===== src/rtl/alu_host_pkg.sv =====
// Shared types and constants for the FP ALU host driver.
// Byte-serial framing helpers live here so every stage agrees on ordering.
package alu_host_pkg;

  typedef enum logic [2:0] {
    IDLE,
    START,
    SEND,
    WAIT_DONE,
    RECV,
    RESP
  } state_t;

  localparam int   BYTES_PER_OPERAND = 4;
  localparam logic OP_ADD = 1'b0;
  localparam logic OP_SUB = 1'b1;

  // Byte idx of the outgoing stream: A low-to-high, then B low-to-high.
  function automatic logic [7:0] send_byte(
    input logic [31:0] a,
    input logic [31:0] b,
    input logic [2:0]  idx
  );
    logic [63:0] w;
    w = {b, a};
    return w[{idx, 3'b000} +: 8];
  endfunction

endpackage


===== src/rtl/alu_host_timer.sv =====
// WAIT_DONE watchdog: counts enabled cycles, flags the last allowed one.
// expired is combinational so the FSM can leave on that very cycle.
module alu_host_timer #(
  parameter int TIMEOUT_CYCLES = 32
) (
  input  logic clk,
  input  logic rst,
  input  logic clear,
  input  logic enable,
  output logic expired
);

  localparam int W = $clog2(TIMEOUT_CYCLES + 1);

  logic [W-1:0] count;

  always_ff @(posedge clk or posedge rst) begin
    if (rst) begin
      count <= '0;
    end else if (clear) begin
      count <= '0;
    end else if (enable) begin
      count <= count + 1'b1;
    end
  end

  assign expired = enable && (count == W'(TIMEOUT_CYCLES - 1));

endmodule


===== src/rtl/alu_host_driver.sv =====
// Host-side driver for a byte-serial FP32 add/sub ALU.
// Accepts one op, streams 8 operand bytes, gathers 4 result bytes.
module alu_host_driver
  import alu_host_pkg::*;
#(
  parameter int TIMEOUT_CYCLES = 32
) (
  input  logic        clk,
  input  logic        rst,
  input  logic        req_valid,
  output logic        req_ready,
  input  logic [31:0] req_a,
  input  logic [31:0] req_b,
  input  logic        req_sub,
  output logic        resp_valid,
  input  logic        resp_ready,
  output logic [31:0] resp_data,
  output logic        resp_err,
  output logic        alu_start,
  output logic [7:0]  alu_in,
  output logic        alu_opcode,
  input  logic [7:0]  alu_out,
  input  logic        alu_done
);

  state_t      state, state_n;
  logic [2:0]  cnt, cnt_n;
  logic [31:0] a_q, b_q;
  logic        sub_q;
  logic [7:0]  in_n;
  logic [31:0] data_n;
  logic        err_n;
  logic        accept;
  logic        expired;

  assign req_ready  = (state == IDLE);
  assign accept     = req_valid && req_ready;
  assign alu_start  = (state == START);
  assign resp_valid = (state == RESP);
  assign alu_opcode = (state inside {START, SEND, WAIT_DONE, RECV})
                    ? sub_q : OP_ADD;

  alu_host_timer #(
    .TIMEOUT_CYCLES(TIMEOUT_CYCLES)
  ) u_timer (
    .clk    (clk),
    .rst    (rst),
    .clear  (state != WAIT_DONE),
    .enable (state == WAIT_DONE),
    .expired(expired)
  );

  always_comb begin
    state_n = state;
    cnt_n   = cnt;
    in_n    = 8'h00;
    data_n  = resp_data;
    err_n   = resp_err;
    unique case (state)
      IDLE: begin
        if (accept) begin
          state_n = START;
          data_n  = '0;
          err_n   = 1'b0;
        end
      end
      START: begin
        state_n = SEND;
        cnt_n   = 3'd0;
        in_n    = send_byte(a_q, b_q, 3'd0);
      end
      SEND: begin
        if (cnt == 3'd7) begin
          state_n = WAIT_DONE;
          cnt_n   = 3'd0;
        end else begin
          cnt_n = cnt + 3'd1;
          in_n  = send_byte(a_q, b_q, cnt + 3'd1);
        end
      end
      WAIT_DONE: begin
        if (alu_done) begin
          data_n[7:0] = alu_out;
          state_n     = RECV;
          cnt_n       = 3'd1;
        end else if (expired) begin
          data_n  = '0;
          err_n   = 1'b1;
          state_n = RESP;
        end
      end
      RECV: begin
        if (alu_done) begin
          data_n[{cnt[1:0], 3'b000} +: 8] = alu_out;
          if (cnt == 3'(BYTES_PER_OPERAND - 1)) begin
            err_n   = 1'b0;
            state_n = RESP;
            cnt_n   = 3'd0;
          end else begin
            cnt_n = cnt + 3'd1;
          end
        end else begin
          // Short burst: report it, keep what arrived.
          err_n   = 1'b1;
          state_n = RESP;
          cnt_n   = 3'd0;
        end
      end
      RESP: begin
        if (resp_ready) begin
          state_n = IDLE;
        end
      end
      default: begin
        state_n = IDLE;
        cnt_n   = 3'd0;
      end
    endcase
  end

  always_ff @(posedge clk or posedge rst) begin
    if (rst) begin
      state     <= IDLE;
      cnt       <= 3'd0;
      alu_in    <= 8'h00;
      resp_data <= '0;
      resp_err  <= 1'b0;
      a_q       <= '0;
      b_q       <= '0;
      sub_q     <= 1'b0;
    end else begin
      state     <= state_n;
      cnt       <= cnt_n;
      alu_in    <= in_n;
      resp_data <= data_n;
      resp_err  <= err_n;
      if (accept) begin
        a_q   <= req_a;
        b_q   <= req_b;
        sub_q <= req_sub;
      end
    end
  end

endmodule


===== config.mk =====
export PLATFORM = sky130hd
export DESIGN_NAME = alu_host_driver
export DESIGN_NICKNAME = d
export VERILOG_FILES = /design/src/rtl/alu_host_pkg.sv /design/src/rtl/alu_host_timer.sv /design/src/rtl/alu_host_driver.sv
export SDC_FILE = /design/constraint.sdc
export NUM_CORES = 1
export LEC_CHECK = 0
export BUFFER_PORTS_ARGS = -buffer_cell sky130_fd_sc_hd__buf_4
export CORE_MARGIN = 5
export CORE_UTILIZATION = 45
export DETAILED_ROUTE_END_ITERATION = 16
export GPL_TIMING_DRIVEN = 0
export PLACE_DENSITY = 0.67
export SETUP_SLACK_MARGIN = 0.05
export SLEW_MARGIN = 20
export SYNTH_ARGS = -nofsm -noshare
export SYNTH_HDL_FRONTEND = slang
export SYNTH_SLANG_ARGS = --single-unit

===== constraint.sdc =====
create_clock -name clk -period 3.1 [get_ports clk]
set_input_delay 0.31 -clock clk [delete_from_list [all_inputs] [get_ports clk]]
set_output_delay 0.31 -clock clk [all_outputs]
set_load 0.01 [all_outputs]

======== Yosys cells after proc, flatten, opt, wreduce, memory -nomap -nowiden ========
Index checks and enable logic that the tools add are counted.
cells by class
  equal/unequal tests ..................... 18
  shift operators ......................... 3
  multiplexer cells ....................... 31
  reduce and logical (&&, ||, !) cells .... 12
  add/subtract/negate cells ............... 3
  bitwise operators ....................... 1
operators with widths
  kind                                                                     count
  32-bit 2-to-1 mux                                                        3
  32-bit one-hot mux with 3 select lines                                   1
  64-bit by 7-bit indexed part select with 8-bit output                    1
  3-bit 2-to-1 mux                                                         11
  32-bit bitwise mux                                                       1
  8-bit by 7-bit variable shift with 32-bit output (first input constant)  1
  8-bit by 7-bit indexed part select with 32-bit output                    1
  24-bit 2-to-1 mux                                                        1
  3-bit one-hot mux with 6 select lines                                    1
  8-bit 2-to-1 mux                                                         2
  8-bit one-hot mux with 2 select lines                                    1
  5-bit AND reduction                                                      3
  6-bit 2-to-1 mux                                                         2
  3-bit one-hot mux with 4 select lines                                    1
  3-bit by 2-bit == test with 1-bit output (second input constant)         3
  3-bit == test (second input constant)                                    3
  2-bit != test (second input constant)                                    4
  5-bit negator with 7-bit output                                          1
  6-bit by 1-bit adder with 6-bit output (second input constant)           1
  6-bit by 5-bit == test with 1-bit output (second input constant)         1
  1-bit 2-to-1 mux                                                         6
  2-bit by 1-bit != test with 1-bit output (second input constant)         3
  3-bit by 2-bit != test with 1-bit output (second input constant)         2
  4-bit AND reduction                                                      1
  12 further kinds                                                         13
word-level totals
  logic and storage cells ................. 78
  register bits ........................... 118

======== Depth between registers and ports, before layout ========
  word-level depth ........................ 5
  depth in mapped cells ................... 7
  gate-level depth less buffers ........... 6

======== Cells and area by module ========
A second synthesis with hierarchy kept.
unflattened totals
  cell total of the unflattened synthesis .. 520
  area, all modules ....................... 5340.1 µm²
by module, submodules not included
  module           cells each  times used  sequential area each (µm²)  area each (µm²)
  alu_host_driver  492         1           2802.7                      5058.6
  alu_host_timer   28          1           150.1                       281.5

======== Least setup slack after synthesis ========
Ideal clock, no wire load.
  path type ............................... register to register
  from .................................... register cnt[0]
  to ...................................... register alu_in[0]
  arrival time ............................ 1.875 ns
  cell stages (with the launch flop) ...... 7
  required time ........................... 2.979 ns
  slack ................................... 1.104 ns
  buffers on the path ..................... 1
  cells stage by stage .................... dfrtp_1 > inv_1 > ha_1 > buf_2 > mux4_2 > a22oi_1 > nand2_1
between the ends
  word-level cells in the longest chain between the ends .. 4
  elaborated cells between the ends (all ways) .. 5
RTL lines
  what                                                   RTL line                text
  start, declared                                        alu_host_driver.sv:27   logic [2:0] cnt, cnt_n;
  start signal, assigned                                 alu_host_driver.sv:133  cnt <= cnt_n;
  3-bit by 1-bit adder with 3-bit output                 alu_host_driver.sv:78   in_n = send_byte(a_q, b_q, cnt + 3'd1);
  64-bit by 7-bit indexed part select with 8-bit output  alu_host_pkg.sv:26      return w[{idx, 3'b000} +: 8];
  8-bit 2-to-1 mux *                                     alu_host_driver.sv:73   if (cnt == 3'd7) begin
  8-bit one-hot mux with 2 select lines *                alu_host_driver.sv:59   unique case (state)
  net in_n[0]                                            alu_host_driver.sv:30   logic [7:0] in_n;
  end signal, assigned                                   alu_host_driver.sv:134  alu_in <= in_n;
  end, declared                                          alu_host_driver.sv:20   output logic [7:0] alu_in,
The timed path passes the listed nets; every way through them passes the cells marked *.
A chain may end at the register's enable or synchronous reset.

======== Worst setup path after layout ========
  from .................................... register state[0]
  to ...................................... output alu_start
between the ends
  word-level cells in the longest chain between the ends .. 1
RTL lines
  what                                      RTL line                text
  start, declared                           alu_host_driver.sv:26   state_t state, state_n;
  start signal, assigned                    alu_host_driver.sv:132  state <= state_n;
  3-bit by 1-bit == test with 1-bit output  alu_host_driver.sv:38   assign alu_start = (state == START);
  end, declared                             alu_host_driver.sv:19   output logic alu_start,
Every way passes these cells.

==> impl_metrics.toml <==
[status]
status = "finished, final reports clean"

[drt]
drt_iter0_drc = 262
wl_per_cell_um = 19.3
remaining_drc_errors = 0
drt-vias-per-instance = 5.49
first_pass_iters = 4
drt_wl_total_um = 13100
postRouteAntennaNets = 0
vias = 3720

[sta]
hold_viol_final = 0
final-setup-viol-count = 0
hold_ws_ps = 1.00
tightest_slew_ps = 1000
finalMaxSlewViolations = 0
max_freq_mhz = 387
min_period_ps = 2590
rsz0062_at_grt = "no"
tns_ps = 0
finalCritPeriodShare_pct = 83.4
finClkSkew_ps = 9.29
max_slew_margin_pct = 32.7
setup_ws_ps = 514

[power]
power_mw = 7.07
vdd_drop_max_v = 0.000440
power_density_nw_per_um2 = 996
leakage_nw = 3.30

[grt]
grt.overflow.total = 0
grt_usage_pct = 19.5
antenna_found_initial = 0
grt_pass1_vias = 4138
grt_pass1_wl_um = 21800
grt_max_degree = 37

[placed_design]
routabilityCongestion = 0.795
portBuffers = 121
place_area_um2 = 6500
place_ws_ps = 663
dp_cells = 645
dp_hpwl_um = 9730

[synthesis]
synth_edf_count = 0
ys_seq_area_share_pct = 55.2
yosys_warnings = 0
yosys.area_share.simple_pct = 8.32
ys_seq_elements = 118
ys.flop_type = "dfrtp_1"
synth-compound-area-share_pct = 10.8
synth.net_count = 465
syn_inst = 378
synth_area_um2 = 5350
synth_xor_area_share_pct = 0.491
synthArstFlopShare_pct = 100
ys_types = 49
synth.avg_cell_area_um2 = 14.2
synthAdderAreaFrac_pct = 2.10
synth_mux_area_share_pct = 20.6
synth_top_family_by_area = "multiplexers"

[clocking]
cts_resized = 0
htree_levels = 4
cts_made_buffers = 17
clk_latency_ps = 410
cts_hold_buf = 0
cts_setup_buffers = 0
cts_root_buffer = "clkbuf_16"
cts.sinks = 118
clkTransAtPathRegs_ps = 60
clock_path_buffers = 2
cts_tree = "done"

[floorplan]
start_util_pct = 46.5
die_area_um2 = 14200
dieWidth_um = 119
rows = 39
num_io_pins = 123
core_um2 = 11500
die_y_um = 119

[finish]
layout_common_cells = "128 x buf_4, 118 x dfrtp_1, 33 x a22o_1, 33 x mux2_2, 32 x mux2_1"
num_antenna_cells = 0
final_cell_area_um2 = 7100
layout.nets = 608
drive_gt1_share_pct = 44.8
stdcell_count = 677
areaGrowthSynthToFinish_pct = 32.6
final_common_cell = "buf_4"
final_util_pct = 61.6

[setup_path]
reg2reg_from = "cnt[0]$_DFFE_PP0P_"
crit_type = "reg2out"
cp_max_fo = 10
cp_common_cell = "buf_2"
required_ps = 2790
crit_path_start_kind = "flip-flop"
cpMaxStageDelayCell = "nor3b_2"
crit_arrival_ps = 2280
rrSetupSlack_ps = 710
rr_worst_depth = 6
max_stage_delay_ps = 750
r2r-end = "alu_in[5]$_DFF_PP0_"
endpoint_kind = "output port"
crit_chain = "buf_2 > buf_2 > nor3b_2 > buf_4"

[worst_hold_path]
hold_path_class = "in2async"

[flow_run]
drv_cap = 0
[cell usage after synthesis (all sizes together), types with 2 or more instances]
cell type / n / area [µm²]
xor2: 2 / 17.5
nand3: 3 / 15.0
mux2: 65 / 732
o21ai: 10 / 68.8
nor4: 4 / 58.8
nand4: 2 / 12.5
buf: 15 / 98.8
nor4b: 2 / 47.6
and3: 2 / 12.5
dfrtp: 118 / 2950
a21oi: 5 / 25.0
a22o: 33 / 289
nand2: 22 / 82.6
ha: 9 / 113
clkbuf: 3 / 11.3
nor2: 13 / 48.8
inv: 7 / 26.3
a31o: 4 / 35.0
nor2b: 3 / 18.8
nor3: 6 / 45.0
mux4: 16 / 360
o21a: 2 / 15.0
a22oi: 8 / 60.1
or3: 3 / 18.8
nor3b: 4 / 40.0
nand2b: 3 / 18.8
[cells by family (layout without fill, tap and decap cells)]
logic type	Yosys count	after routing
adders and majority gates	9	9
buffers and inverters	25	181
AOI/OAI and AO/OA	71	71
muxes	82	82
DFF	118	118
xor gates and xnor gates	3	3
and+or+nand+nor	70	70
[layer usage]
layer / share of wire [%] / track usage [%] / vias up
li1: - / - / 1716
met1: 42 / 24.4 / 1867
met2: 49 / 31.8 / 117
met3: 7.0 / 6.21 / 20
met4: 2.0 / 6.88 / 0
met5: 0 / 0 / -
[power breakdown]
group          internal (mW)  total (mW)  switching, mW
clock                   1.30        1.96          0.665
sequential              2.13        2.46          0.332
combinational           1.39        2.64           1.25
total                   4.81        7.07           2.25
[sequential cells by signal (all words and copies together) (netlist names)]
signal	count
state	3
alu_in	8
a_q	32
resp_err	1
sub_q	1
resp_data	32
cnt	3
u_timer.count	6
b_q	32
[critical path: cells and delay by family, from the launching register on]
| family | cells | cell delay (ps) |
|---|---|---|
| flip-flops | 1 | 340 |
| buffers and inverters | 3 | 770 |
| AND/OR/NAND/NOR | 1 | 750 |
[cell type report]
class | instances | area [µm²]
buffer | 18 | 110
clock buffer | 23 | 468
clock inverter | 9 | 125
fill | 927 | 4420
inverter | 7 | 30.0
multi-input combinational | 235 | 2260
sequential | 118 | 2950
tap | 143 | 179
timing repair buffer | 124 | 968
[how the worst max path moves through the flow]
stage | startpoint | endpoint | slack [ps] | depth (start not counted)
after floorplan | cnt[0]$_DFFE_PP0P_ | alu_in[0]$_DFF_PP0_ | 1100 | 6
after global placement | rst | a_q[12]$_DFFE_PP0P_ | 620 | 2
after detailed placement | cnt[0]$_DFFE_PP0P_ | alu_in[5]$_DFF_PP0_ | 660 | 6
after CTS | state[0]$_DFFE_PP0P_ | alu_start | 550 | 4
after global routing | state[0]$_DFFE_PP0P_ | alu_start | 410 | 4
final | state[0]$_DFFE_PP0P_ | alu_start | 510 | 4
(Power assumes the default switching activity.)
